<file path="config.mk">
export PLATFORM = sky130hd
export DESIGN_NAME = store_buffer_flat
export DESIGN_NICKNAME = d
export VERILOG_FILES = /design/src/rtl/store_buffer_if.sv /design/src/rtl/store_buffer.sv /design/src/flat_wrapper.sv
export SDC_FILE = /design/constraint.sdc
export NUM_CORES = 1
export LEC_CHECK = 0
export BUFFER_PORTS_ARGS = -buffer_cell sky130_fd_sc_hd__buf_2
export CORE_MARGIN = 3
export CORE_UTILIZATION = 52
export CTS_CLUSTER_SIZE = 16
export DETAILED_ROUTE_END_ITERATION = 10
export PLACE_DENSITY = 0.84
export SLEW_MARGIN = 20
export SYNTH_ARGS = -nofsm -noshare
export SYNTH_HDL_FRONTEND = slang
export SYNTH_SLANG_ARGS = --single-unit
</file>
<file path="constraint.sdc">
create_clock -name clk_i -period 2.8 [get_ports clk_i]
set_input_delay 0.28 -clock clk_i [delete_from_list [all_inputs] [get_ports clk_i]]
set_output_delay 0.28 -clock clk_i [all_outputs]
set_load 0.01 [all_outputs]
</file>
<file path="src/rtl/store_buffer_if.sv">
// store_buffer_if: mem-stage allocate, ROB commit, memory drain and load-check signals of the store buffer
interface store_buffer_if #(
    parameter int IDX_W = 2
);
    logic             alloc_valid_i;
    logic [31:0]      alloc_addr_i;
    logic [31:0]      alloc_data_i;
    logic [1:0]       alloc_size_i;
    logic             alloc_ready_o;
    logic [IDX_W-1:0] alloc_idx_o;
    logic             commit_valid_i;
    logic [IDX_W-1:0] commit_idx_i;
    logic             discard_i;
    logic             mem_req_valid_o;
    logic [31:0]      mem_req_addr_o;
    logic [31:0]      mem_req_data_o;
    logic [3:0]       mem_req_be_o;
    logic             mem_req_ready_i;
    logic [31:0]      ld_addr_i;
    logic             ld_hit_o;
    logic [31:0]      ld_data_o;
    logic             full_o;
    logic             empty_o;
    logic             commit_err_o;

    modport master (
        output alloc_valid_i, alloc_addr_i, alloc_data_i, alloc_size_i, commit_valid_i, commit_idx_i,
               discard_i, mem_req_ready_i, ld_addr_i,
        input  alloc_ready_o, alloc_idx_o, mem_req_valid_o, mem_req_addr_o, mem_req_data_o, mem_req_be_o,
               ld_hit_o, ld_data_o, full_o, empty_o, commit_err_o
    );

    modport slave (
        input  alloc_valid_i, alloc_addr_i, alloc_data_i, alloc_size_i, commit_valid_i, commit_idx_i,
               discard_i, mem_req_ready_i, ld_addr_i,
        output alloc_ready_o, alloc_idx_o, mem_req_valid_o, mem_req_addr_o, mem_req_data_o, mem_req_be_o,
               ld_hit_o, ld_data_o, full_o, empty_o, commit_err_o
    );
endinterface

</file>
<file path="src/rtl/store_buffer.sv">
// store_buffer: in-order commit/drain store buffer with load check; STORE_BUFFER_FWD_EN enables full-word load forwarding
module store_buffer #(
    parameter int DEPTH = 4,
    parameter int IDX_W = $clog2(DEPTH)
) (
    input logic         clk_i,
    input logic         rstn_i,
    store_buffer_if.slave sb
);
    logic [IDX_W:0]   head, cmt, tail, count, cmt_nxt;
    logic [IDX_W-1:0] hi, ti, li;
    logic [29:0]      addr_q [DEPTH];
    logic [3:0]       be_q   [DEPTH];
    logic [31:0]      data_q [DEPTH];
    logic [3:0]       be_new;
    logic [31:0]      data_new;
    logic [1:0]       lane;
    logic             alloc_fire, commit_ok, drain, err, any_hit;
    logic [1:0]       unused_ld;

    assign hi         = head[IDX_W-1:0];
    assign ti         = tail[IDX_W-1:0];
    assign count      = tail - head;
    assign lane       = sb.alloc_addr_i[1:0];
    assign unused_ld  = sb.ld_addr_i[1:0];
    assign sb.full_o  = (hi == ti) && (head[IDX_W] != tail[IDX_W]);
    assign sb.empty_o = head == tail;
    assign sb.alloc_ready_o = ~sb.full_o & ~sb.discard_i;
    assign sb.alloc_idx_o   = ti;
    assign sb.commit_err_o  = err;
    assign alloc_fire = sb.alloc_valid_i & sb.alloc_ready_o;
    assign commit_ok  = sb.commit_valid_i && sb.commit_idx_i == cmt[IDX_W-1:0] && cmt != tail;
    assign cmt_nxt    = cmt + (IDX_W+1)'(commit_ok);
    assign sb.mem_req_valid_o = head != cmt;
    assign sb.mem_req_addr_o  = {addr_q[hi], 2'b00};
    assign sb.mem_req_data_o  = data_q[hi];
    assign sb.mem_req_be_o    = be_q[hi];
    assign drain = sb.mem_req_valid_o & sb.mem_req_ready_i;

    // size 3 falls through to the word encoding
    always_comb begin
        be_new   = sb.alloc_size_i == 2'd0 ? 4'b0001 << lane :
                   sb.alloc_size_i == 2'd1 ? 4'b0011 << {lane[1], 1'b0} : 4'b1111;
        data_new = sb.alloc_size_i == 2'd0 ? {24'b0, sb.alloc_data_i[7:0]} << {lane, 3'b000} :
                   sb.alloc_size_i == 2'd1 ? {16'b0, sb.alloc_data_i[15:0]} << {lane[1], 4'b0000} :
                   sb.alloc_data_i;
    end

    always_ff @(posedge clk_i or negedge rstn_i) begin
        if (!rstn_i) begin
            head <= '0;
            cmt  <= '0;
            tail <= '0;
            err  <= 1'b0;
            for (int i = 0; i < DEPTH; i++) begin
                addr_q[i] <= '0;
                be_q[i]   <= '0;
                data_q[i] <= '0;
            end
        end else begin
            head <= head + (IDX_W+1)'(drain);
            cmt  <= cmt_nxt;
            tail <= sb.discard_i ? cmt_nxt : tail + (IDX_W+1)'(alloc_fire);
            err  <= err | (sb.commit_valid_i & ~commit_ok) | (alloc_fire & (sb.alloc_size_i == 2'd3));
            if (alloc_fire) begin
                addr_q[ti] <= sb.alloc_addr_i[31:2];
                be_q[ti]   <= be_new;
                data_q[ti] <= data_new;
            end
        end
    end

`ifdef STORE_BUFFER_FWD_EN
    logic [IDX_W-1:0] y_idx;
    logic [3:0]       y_be;
`endif

    // walk from oldest to youngest so the last match wins
    always_comb begin
        any_hit = 1'b0;
        li      = '0;
`ifdef STORE_BUFFER_FWD_EN
        y_idx   = '0;
`endif
        for (int k = 0; k < DEPTH; k++) begin
            li = hi + IDX_W'(k);
            if ((IDX_W+1)'(k) < count && addr_q[li] == sb.ld_addr_i[31:2] && be_q[li] != 4'b0000) begin
                any_hit = 1'b1;
`ifdef STORE_BUFFER_FWD_EN
                y_idx   = li;
`endif
            end
        end
    end

`ifdef STORE_BUFFER_FWD_EN
    assign y_be         = any_hit ? be_q[y_idx] : 4'b0000;
    assign sb.ld_hit_o  = &y_be;
    assign sb.ld_data_o = data_q[y_idx] & {{8{y_be[3]}}, {8{y_be[2]}}, {8{y_be[1]}}, {8{y_be[0]}}};
`else
    assign sb.ld_hit_o  = any_hit;
    assign sb.ld_data_o = '0;
`endif
endmodule

</file>
<file path="src/flat_wrapper.sv">
// flat-port wrapper written by rule: the top's interface ports become plain ports
module store_buffer_flat 
#(
    parameter int DEPTH = 4,
    parameter int IDX_W = $clog2(DEPTH)
)
  (clk_i, rstn_i, sb_alloc_valid_i, sb_alloc_addr_i, sb_alloc_data_i, sb_alloc_size_i, sb_commit_valid_i, sb_commit_idx_i, sb_discard_i, sb_mem_req_ready_i, sb_ld_addr_i, sb_alloc_ready_o, sb_alloc_idx_o, sb_mem_req_valid_o, sb_mem_req_addr_o, sb_mem_req_data_o, sb_mem_req_be_o, sb_ld_hit_o, sb_ld_data_o, sb_full_o, sb_empty_o, sb_commit_err_o);
  store_buffer_if #(.IDX_W(IDX_W)) sb_i ();
  input logic clk_i;
  input logic rstn_i;
  input wire logic [$bits(sb_i.alloc_valid_i)-1:0] sb_alloc_valid_i;
  input wire logic [$bits(sb_i.alloc_addr_i)-1:0] sb_alloc_addr_i;
  input wire logic [$bits(sb_i.alloc_data_i)-1:0] sb_alloc_data_i;
  input wire logic [$bits(sb_i.alloc_size_i)-1:0] sb_alloc_size_i;
  input wire logic [$bits(sb_i.commit_valid_i)-1:0] sb_commit_valid_i;
  input wire logic [$bits(sb_i.commit_idx_i)-1:0] sb_commit_idx_i;
  input wire logic [$bits(sb_i.discard_i)-1:0] sb_discard_i;
  input wire logic [$bits(sb_i.mem_req_ready_i)-1:0] sb_mem_req_ready_i;
  input wire logic [$bits(sb_i.ld_addr_i)-1:0] sb_ld_addr_i;
  output wire logic [$bits(sb_i.alloc_ready_o)-1:0] sb_alloc_ready_o;
  output wire logic [$bits(sb_i.alloc_idx_o)-1:0] sb_alloc_idx_o;
  output wire logic [$bits(sb_i.mem_req_valid_o)-1:0] sb_mem_req_valid_o;
  output wire logic [$bits(sb_i.mem_req_addr_o)-1:0] sb_mem_req_addr_o;
  output wire logic [$bits(sb_i.mem_req_data_o)-1:0] sb_mem_req_data_o;
  output wire logic [$bits(sb_i.mem_req_be_o)-1:0] sb_mem_req_be_o;
  output wire logic [$bits(sb_i.ld_hit_o)-1:0] sb_ld_hit_o;
  output wire logic [$bits(sb_i.ld_data_o)-1:0] sb_ld_data_o;
  output wire logic [$bits(sb_i.full_o)-1:0] sb_full_o;
  output wire logic [$bits(sb_i.empty_o)-1:0] sb_empty_o;
  output wire logic [$bits(sb_i.commit_err_o)-1:0] sb_commit_err_o;
  assign sb_i.alloc_valid_i = sb_alloc_valid_i;
  assign sb_i.alloc_addr_i = sb_alloc_addr_i;
  assign sb_i.alloc_data_i = sb_alloc_data_i;
  assign sb_i.alloc_size_i = sb_alloc_size_i;
  assign sb_i.commit_valid_i = sb_commit_valid_i;
  assign sb_i.commit_idx_i = sb_commit_idx_i;
  assign sb_i.discard_i = sb_discard_i;
  assign sb_i.mem_req_ready_i = sb_mem_req_ready_i;
  assign sb_i.ld_addr_i = sb_ld_addr_i;
  assign sb_alloc_ready_o = sb_i.alloc_ready_o;
  assign sb_alloc_idx_o = sb_i.alloc_idx_o;
  assign sb_mem_req_valid_o = sb_i.mem_req_valid_o;
  assign sb_mem_req_addr_o = sb_i.mem_req_addr_o;
  assign sb_mem_req_data_o = sb_i.mem_req_data_o;
  assign sb_mem_req_be_o = sb_i.mem_req_be_o;
  assign sb_ld_hit_o = sb_i.ld_hit_o;
  assign sb_ld_data_o = sb_i.ld_data_o;
  assign sb_full_o = sb_i.full_o;
  assign sb_empty_o = sb_i.empty_o;
  assign sb_commit_err_o = sb_i.commit_err_o;
  store_buffer #(.DEPTH(DEPTH), .IDX_W(IDX_W)) u_core (.clk_i(clk_i), .rstn_i(rstn_i), .sb(sb_i));
endmodule
</file>
==> flow_summary.json, run 1 <==
{
  "grt_max_degree": 94,
  "placementRows": 63,
  "drive_above_1_share": 0.3954,
  "ys_seq_area_frac": 0.4298,
  "drtAntennaViolNets": 0,
  "cts_sinks": 274,
  "grt_pass1_vias": 12890,
  "antenna_found_initial": 4,
  "area_growth_pct": 23.79,
  "synth_area_leaders": "dfrtp_1 (43%), mux4_2 (21%), mux2_2 (6.6%)",
  "clk_pin_slew_ps": 70,
  "synthCells": 1338,
  "clock_latency_ps": 590,
  "fin_ws_ps": -789.5,
  "via_per_inst": 6.429,
  "p_switching_uw": 10900,
  "yosysWarnings": 0,
  "worstPathArrival_ps": 3310,
  "cts_max_path_buffers": 3,
  "root_buffer": "clkbuf_16",
  "vias": 13120,
  "ys_types": 42,
  "fillerInstances": 2068,
  "fin_crit_sh": 1.282,
  "cts_tree": "yes",
  "avgSynthCellArea_sq_um": 11.92,
  "core_area_sq_mm": 0.02995,
  "die_h_um": 181.2,
  "dieArea_sq_mm": 0.03282,
  "ir_drop_mv": 0.9345,
  "path_class": "flop to output port",
  "grt_pass1_wl_um": 72430,
  "routed_wl_um": 48990,
  "finalMaxSlewViolations": 0,
  "io_buffers": 177,
  "slowest_delay_ps": 540,
  "cp_common_cell": "nand4_1",
  "clock_power_share": 0.140,
  "fin_worst_skew_ps": 25.61,
  "cp-start-kind": "flop",
  "hold_viol": 0,
  "drc": 0,
  "power_leakage_uw": 0.008766,
  "dpl.hpwl_um": 32100,
  "cpMaxStageDelayCell": "or4_1",
  "p_comb_frac": 0.576,
  "power_density_mw_per_mm2": 1375,
  "cts_buffers": 29,
  "die_w_um": 181.2,
  "pwr-share-seq": 0.284,
  "layout_min_cycle_time_ps": 3590,
  "yosys_most_used_dff": "dfrtp_1",
  "cap_violations": 0,
  "dr.first_iter.drc_count": 1581,
  "cp_max_fo": 8,
  "cp_cell_sequence": "bufbuf_16, buf_4, mux2i_4, mux2i_1, a22oi_1, nor4_2, nand4_1, or4_1, nand4_1, buf_2",
  "violations": "setup timing",
  "synth_seq_cells": 274,
  "netlist.area_leader.share": 0.4298,
  "htreeDepth": 1,
  "p_int_uw": 16240,
  "fin_util": 0.6593,
  "cp.required_ps": 2520,
  "overflow": 0,
  "fmax_mhz": 278.6,
  "rsz0062_at_grt": "yes",
  "nNetsFinal": 1741,
  "slew_headroom": 0.4007,
  "syn_area_sq_mm": 0.01595,
  "swShare": 0.4017,
  "min_path_type": "input pin to flop",
  "grt_usage": 0.2765,
  "initial_core_util": 0.5326,
  "synth_edf_count": 0,
  "end_kind": "output port",
  "wire_per_inst_um": 24.00,
  "setup-violations-final": 1,
  "ioPinCount": 214,
  "status": "complete, but fails checks",
  "dp_cells": 1934,
  "first_pass_iters": 8,
  "gp_congestion": 0.9212,
  "synth_top_cell_by_area": "dfrtp_1",
  "worst_slew_pin_slew_ps": 897.0,
  "async_reset_ff_frac": 1.000,
  "final_cell_count_no_fill": 2041
}
==> final cells by class <==
class                   count  area [sq um]  share of cell area
repair buffers            357          2741              0.1388
inverters                  15         58.81            0.002978
diodes                      2         5.005           0.0002534
multi-input cells         949          8646              0.4378
clock buffers              38         829.5             0.04200
clock inverters            16         116.4            0.005892
well taps                 390         488.0             0.02471
flip-flops and latches    274          6864              0.3476
==> path summary, 6_finish.rpt <==
| kind | startpoint | to | slack [ps] | depth (start not counted) |
|---|---|---|---|---|
| worst min-delay path | sb_alloc_data_i[5] | u_core.data_q[37] | 40 | 3 |
| worst max register to register | u_core.head[1] | u_core.data_q[67] | 10 | 13 |
| min in group asynchronous | rstn_i | u_core.addr_q[35] | 280 | 2 |
| worst min register to register | u_core.data_q[122] | u_core.data_q[122] | 480 | 2 |
| max in group asynchronous | rstn_i | u_core.data_q[35] | 1590 | 3 |
| worst max-delay path | u_core.head[1] | sb_ld_hit_o | -790 | 10 |
==> Yosys cell counts (17+ instances only) <==
cell / number
dfrtp_1: 274
xor2_1: 57
nor4_1: 18
nor2_1: 44
a22oi_1: 17
buf_2: 30
nand4_1: 21
nand2_1: 214
mux2_2: 93
xnor2_1: 75
buf_4: 39
a21oi_1: 38
clkbuf_1: 47
mux4_2: 147
o21ai_0: 120
==> metal layers <==
layer,track usage,routed length (um)
met5,0,16
met1,0.3708,17830
met2,0.4621,23990
met4,0.09842,2406
met3,0.04329,4746
==> power by group through the flow <==
stage / logic, uW / clock network (uW) / registers (uW)
6_report: 15600 / 3810 / 7700
5_1_grt: 16500 / 3990 / 7860
4_1_cts: 15000 / 3830 / 7520
3_5_place_dp: 14500 / 0 / 7530
3_3_place_gp: 14100 / 0 / 7340
2_1_floorplan: 9540 / 0 / 6950
==> logic make-up (layout without fill, tap and decap cells) <==
family | count (synthesis) | in the layout | synth area share
AO/OA/AOI/OAI | 189 | 189 | 0.06549
XOR/XNOR | 132 | 132 | 0.07246
adder cells (fa/ha/maj) | 9 | 9 | 0.007529
buffers and inverters | 149 | 426 | 0.04854
flip-flops | 274 | 274 | 0.4298
multiplexers | 255 | 255 | 0.2877
other | 1 | 36 | 0.0002351
AND/OR/NAND/NOR | 329 | 330 | 0.08831
==> cells in the final DEF (no fill, tap or decap), types with 25 or more instances in the layout <==
cell type,n
a21oi_1,37
buf_2,176
buf_4,115
clkbuf_16,34
conb_1,34
dfrtp_1,272
dlygate4sd3_1,33
mux2_2,93
mux4_2,148
nand2_1,213
nor2_1,43
o21ai_0,95
o21ai_1,25
xnor2_1,66
xor2_1,56
==> flip-flops by register name, summed over array words and instances, names as in the netlist <==
signal / count
u_core.cmt: 3
u_core.tail: 3
u_core.addr_q: 120
u_core.be_q: 16
u_core.data_q: 128
u_core.head: 3
u_core.sb.commit_err_o: 1
==> what timing repair did <==
| action | in CTS | in global routing |
|---|---|---|
| hold buffers | 33 | 0 |
| pin swaps | 5 | 7 |
| resized for setup | 11 | 57 |
| hold endpoints to repair | 170 | 0 |
| setup endpoints to repair | 35 | 156 |
| cloned | 2 | 6 |
| buffers inserted | 3 | 7 |
==> through the flow <==
step / worst slack (ps) / TNS (ps) / power (uW) / area, sq um / hold WS, ps
after floorplan: 12.04 / 0 / 16490 / 16080 / -15.59
after global placement: -149.5 / -149.5 / 21480 / 17970 / 298.3
after detailed placement: -182.7 / -393.4 / 22070 / 17970 / 307.5
after CTS: -755.1 / -783.3 / 26300 / 19380 / 15.20
after global routing: -830.4 / -2295 / 28410 / 19750 / 54.82
final: -789.5 / -789.5 / 27150 / 19750 / 35.96
==> critical path, delay by kind of cell, from the launching register on <==
| kind | cells | cell delay (ps) |
|---|---|---|
| and+or+nand+nor | 4 | 1000 |
| muxes | 2 | 490 |
| buffers and inverters | 3 | 620 |
| AOI/OAI and AO/OA | 1 | 140 |
| DFF | 1 | 480 |
Power figures use the tool's default switching activity.
==> run 2: changes to the inputs <==
Settings changed: CORE_MARGIN 3 to unset, CTS_CLUSTER_SIZE 16 to 25, PLACE_DENSITY 0.84 to 0.81.
Clock period 2.8 ns to 4.58 ns, I/O delays scaled along.
==> run 2 against run 1 <==
The run ends with hold timing left. Clock power down 32%. Die area down 4.4%. Final cell count down 7.1%. Count of clock-buffer cells in the layout decreased by 1. Sequential share of layout area grew 3.0 points. Total power fell by 44%. Critical path depth is 2 lower. Routed wire length is 15% lower. Non-clock buffer count decreased by 152. Worst hold slack got worse by 82 ps. Sequential cell count is the same. Clock skew increased by 6.5 ps. Critical path type unchanged. Largest cell class unchanged. Largest power group unchanged.
==> flow_summary.json, run 2 (synthesis gave the netlist of run 1 again) <==
{
  "die_w_um": 177.2,
  "status": "complete, but fails checks",
  "clk_pin_slew_ps": 60,
  "finalMaxSlewViolations": 0,
  "fin_worst_skew_ps": 32.14,
  "dr.first_iter.drc_count": 1093,
  "reg2reg_depth": 11,
  "whs_ps": -46.49,
  "worst_slew_pin_slew_ps": 1137,
  "setup-violations-final": 0,
  "regMostFlops": "u_core.data_q",
  "rsz0062_at_grt": "no",
  "layout_min_cycle_time_ps": 4251,
  "cp_cell_sequence": "buf_12, mux4_2, xor2_1, nor4_1, nand2_1, or4_1, nand4_1, buf_2",
  "cts_resized": 0,
  "end_kind": "output port",
  "hold_viol": 14,
  "routed_wl_um": 41730,
  "rr_endpoint": "u_core.data_q[34]",
  "drtAntennaViolNets": 0,
  "power_leakage_uw": 0.007933,
  "drive_above_1_share": 0.3398,
  "cp.required_ps": 4120,
  "core_area_sq_mm": 0.02987,
  "via_per_inst": 6.256,
  "placed_cell_area_sq_mm": 0.01709,
  "critPathLaunch": "u_core.head[1]",
  "hold_buffers": 0,
  "crit_end": "sb_ld_hit_o",
  "ir_drop_mv": 0.5559,
  "root_buffer": "clkbuf_16",
  "gp_congestion": 0.9681,
  "grt_pass1_wl_um": 64520,
  "cp-start-kind": "flop",
  "htreeDepth": 1,
  "cts_buffers": 30,
  "fmax_mhz": 235.2,
  "placementRows": 63,
  "stdcell_area_sq_mm": 0.01818,
  "area_growth_pct": 13.96,
  "dieArea_sq_mm": 0.03139,
  "worst_r2r_startpoint": "u_core.head[1]",
  "fin_crit_sh": 0.9281,
  "first_pass_iters": 5,
  "cap_violations": 0,
  "clock_latency_ps": 580,
  "nNetsFinal": 1589,
  "layout_common_cells": "dfrtp_1 (272), nand2_1 (214), buf_2 (176)",
  "path_class": "flop to output port",
  "drc": 0,
  "final_common_cell": "dfrtp_1",
  "grt_usage": 0.2694,
  "initial_core_util": 0.5340,
  "cts_max_path_buffers": 3,
  "overflow": 0,
  "ioPinCount": 214,
  "cp_max_fo": 38,
  "worstPathArrival_ps": 3790,
  "violations": "hold timing",
  "cts_post_setup_buffers_inserted": 0,
  "r2r_setup_slack_ps": 1140,
  "grt_pass1_vias": 11560,
  "largest_register_ffs": 128,
  "grt_max_degree": 128,
  "power_density_mw_per_mm2": 834.5,
  "fillerInstances": 2220,
  "io_buffers": 177,
  "slew_headroom": 0.2361,
  "min_path_type": "input pin to async pin",
  "cpMaxStageDelayCell": "dfrtp_4",
  "die_h_um": 177.2,
  "antenna_found_initial": 9,
  "cts_tree": "yes",
  "setup_tns_ps": 0,
  "vias": 11860,
  "slowest_delay_ps": 780,
  "wire_per_inst_um": 22.01,
  "largestRegisters": "u_core.data_q x128, u_core.addr_q x120, u_core.be_q x16",
  "dpl.hpwl_um": 28620,
  "cts_sinks": 274
}
[run 2: changes by cell type in the layout (fill, tap and decap cells not counted), sizes merged, moves of 2 or more]
cell / before / now
bufinv: 0 / 5
diode: 2 / 8
clkinvlp: 4 / 2
clkbuf: 43 / 37
dlygate4sd3: 33 / 0
buf: 317 / 205
bufbuf: 2 / 0
[run 2: worst min path at each step]
stage | slack [ps] | start | depth (start not counted) | end
after CTS | 30 | rstn_i | 1 | u_core.data_q[84]
after floorplan | 160 | rstn_i | 0 | u_core.addr_q[0]
after global placement | 460 | u_core.data_q[102] | 2 | u_core.data_q[102]
after global routing | 70 | rstn_i | 1 | u_core.data_q[80]
final | -50 | rstn_i | 1 | u_core.data_q[112]
after detailed placement | 470 | u_core.data_q[26] | 2 | u_core.data_q[26]
[run 2: worst max-delay path, delay by kind of cell, from the launching register on]
family,cells,cell delay [ps]
xor+xnor,1,220
buf+inv,2,450
flops,1,780
mux,1,530
simple gates,4,1230
[run 2: layout make-up]
cell class / instances / area, sq um / share of cell area
Tap cell: 390 / 488.0 / 0.02684
Inverter: 15 / 56.30 / 0.003097
Multi-Input combinational cell: 948 / 8479 / 0.4664
Sequential cell: 274 / 6864 / 0.3775
Clock inverter: 19 / 240.2 / 0.01321
Timing Repair Buffer: 205 / 1206 / 0.06634
Antenna cell: 8 / 20.02 / 0.001101
Clock buffer: 37 / 827.0 / 0.04549
[run 2: through the flow]
step,util,setup slack (ps),cells,total power [uW]
floorplan,-,1614,1371,10080
global placement,0.5722,1015,1832,12130
detailed placement,0.5722,990.1,1832,12450
CTS,0.6079,371.6,1888,15110
global route,0.6084,211.4,1894,15970
finish,0.6086,329.2,1896,15170
[run 2: power breakdown]
part | total [uW] | switching (uW) | internal, uW
clock network | 2600 | 1040 | 1560
logic | 7830 | 3800 | 4030
registers | 4740 | 1160 | 3580
[run 2: routing by layer]
metal  routed length, um  vias to the layer above  global-route usage  share of wire
met4                2001                        2              0.1279          0.048
met2               20000                      661              0.4303           0.48
met1               16060                     5966              0.3505           0.38
met3                3652                      136             0.05885          0.088
li1                    -                     5097                   -              -
met5                  12                        -                   0        0.00029
==> run 3: changes to the inputs <==
Settings changed: CAP_MARGIN set to 20, CTS_CLUSTER_DIAMETER set to 30.
Clock period 4.58 ns to 4.4 ns, I/O delays scaled along.
==> run 3 against run 2 <==
The flow now finishes without violations. Total power is 19% higher. Non-clock buffer count is 1 lower. Clock skew is 11 ps higher. Global-route usage is 2.4 points higher. Sequential power is 5.5% higher. Core utilization is 3.8 points higher. Combinational power is 5.7% higher. Die area stayed put. Final cell count is 2.8% higher. Critical path type unchanged. Largest cell class unchanged. Largest power group unchanged. Highest routed layer unchanged.
==> flow_summary.json, run 3 (synthesis gave the netlist of run 1 again) <==
{
  "status": "finished, final reports clean",
  "globalRouteMet1Util": 0.3723,
  "dr.first_iter.drc_count": 1400,
  "grt_pass1_vias": 12490,
  "antenna_found_initial": 8,
  "vias": 12500,
  "reg2reg_depth": 11,
  "cp-start-kind": "flop",
  "placementRows": 63,
  "cpMaxStageDelayCell": "dfrtp_4",
  "cp_cell_sequence": "buf_4, mux4_2, xor2_1, nor4_1, nand2_1, or4_1, nand4_1, buf_2",
  "cap_violations": 0,
  "dp_cells": 1829,
  "setup_tns_ps": 0,
  "grt_util_met3": 0.07131,
  "power_density_mw_per_mm2": 935.3,
  "routed_wl_um": 45040,
  "setup-violations-final": 0,
  "first_pass_iters": 10,
  "dieArea_sq_mm": 0.03139,
  "io_buffers": 177,
  "grt_busiest_layer": "met2",
  "cts_buffers": 59,
  "finalPower_uw": 18060,
  "cts_tree": "yes",
  "largestRegisters": "u_core.data_q x128, u_core.addr_q x120, u_core.be_q x16",
  "htreeDepth": 2,
  "initial_core_util": 0.5340,
  "fillerInstances": 2033,
  "ir_drop_mv": 0.5732,
  "cp.required_ps": 3960,
  "gp_congestion": 0.9623,
  "cp_max_fo": 19,
  "ioPinCount": 214,
  "worst_slew_pin_slew_ps": 1092,
  "fin_crit_sh": 0.9356,
  "path_class": "flop to output port",
  "grt_max_degree": 98,
  "regMostFlops": "u_core.data_q",
  "cts_max_path_buffers": 3,
  "grt_pass1_wl_um": 70010,
  "whs_path_depth": 3,
  "rsz0062_at_grt": "no",
  "cp_num_buf_inv": 2,
  "final_cell_count_no_fill": 1950,
  "crit_cells": 8,
  "min_path_type": "input pin to flop",
  "drtAntennaViolNets": 0,
  "wire_per_inst_um": 23.10,
  "crit_family": "simple AND/OR/NAND/NOR gates",
  "dpl.hpwl_um": 29230,
  "fmax_mhz": 242.9,
  "cts_sinks": 274,
  "area_growth_pct": 21.03,
  "via_per_inst": 6.411,
  "clock_latency_ps": 610,
  "drive_above_1_share": 0.3625,
  "whs_ps": 80.98,
  "power_leakage_uw": 0.008468,
  "clk_pin_slew_ps": 50,
  "die_w_um": 177.2,
  "layout_min_cycle_time_ps": 4117,
  "root_buffer": "clkbuf_16",
  "hold_viol": 0,
  "finalMaxSlewViolations": 0,
  "largest_register_ffs": 128,
  "nNetsFinal": 1617,
  "die_h_um": 177.2,
  "grt_usage": 0.2932,
  "layout_common_cells": "dfrtp_1 (272), nand2_1 (214), buf_2 (176)",
  "cts_resized": 0,
  "drc": 0,
  "final_common_cell": "dfrtp_1",
  "slew_headroom": 0.2661,
  "overflow": 0,
  "core_area_sq_mm": 0.02987,
  "grt_use_met2": 0.4637,
  "fin_worst_skew_ps": 43.12,
  "end_kind": "output port",
  "worstPathArrival_ps": 3680,
  "slowest_delay_ps": 670
}
## run 3: cell types whose count changed in the layout (fill, tap and decap cells not counted), sizes merged
cell,change
clkbuf,+29
diode,-1
buf,-3
inv,+3
dlygate4sd3,+1
clkinv,+13
clkinvlp,+5
bufinv,+7
## run 3: timing repair
action	4_1_cts	5_1_grt
hold buffers	1	0
endpoints found under the hold margin	95	0
setup buffers	0	1
setup endpoints to repair	0	1
## run 3: layer usage
metal  vias to the layer above  wire length [um]
li1                       5183                 -
met1                      6330             16520
met2                       798             21910
met3                       188              4271
met4                         2              2335
met5                         -                 9
## run 3: through the flow
stage / util / instance area, sq um / setup WS (ps)
after global routing: 0.6461 / 19300 / 154.2
after floorplan: - / 16080 / 1452
after CTS: 0.6449 / 19270 / 192.5
after global placement: 0.5714 / 17070 / 855.8
after detailed placement: 0.5714 / 17070 / 805.7
final: 0.6463 / 19310 / 283.2
## run 3: power breakdown
group | switching, uW | internal (uW) | total [uW]
Sequential | 1260 | 3740 | 5000
Clock | 1540 | 3240 | 4780
Combinational | 4090 | 4190 | 8280
## run 3: cell type report
class	instances	area (sq um)	area share
clock inverter	47	645.6	0.03344
antenna	7	17.52	0.0009072
timing repair buffer	204	1219	0.06312
multi-input combinational	948	8479	0.4392
tap	390	488.0	0.02527
sequential	274	6864	0.3555
clock buffer	65	1539	0.07970
inverter	15	56.30	0.002916
## run 3: worst register-to-register path, stage by stage, from the launching register on
cell,delay (ps)
dfrtp_4,670
inv_1,200
ha_1,330
nand2_1,70
nor2_1,70
nor2_1,140
nand2_1,160
inv_1,230
and3_4,650
buf_4,490
nor2_1,120
a21oi_1,170
## run 3: path summary, 6_finish.rpt
kind	start	end	slack, ps
min in group asynchronous	rstn_i	u_core.data_q[19]	450
worst min-delay path	sb_alloc_addr_i[15]	u_core.addr_q[103]	80
worst min register to register	u_core.data_q[93]	u_core.data_q[93]	480
worst max-delay path	u_core.head[1]	sb_ld_hit_o	280
worst max register to register	u_core.head[1]	u_core.data_q[52]	1050
max in group asynchronous	rstn_i	u_core.head[0]	2900
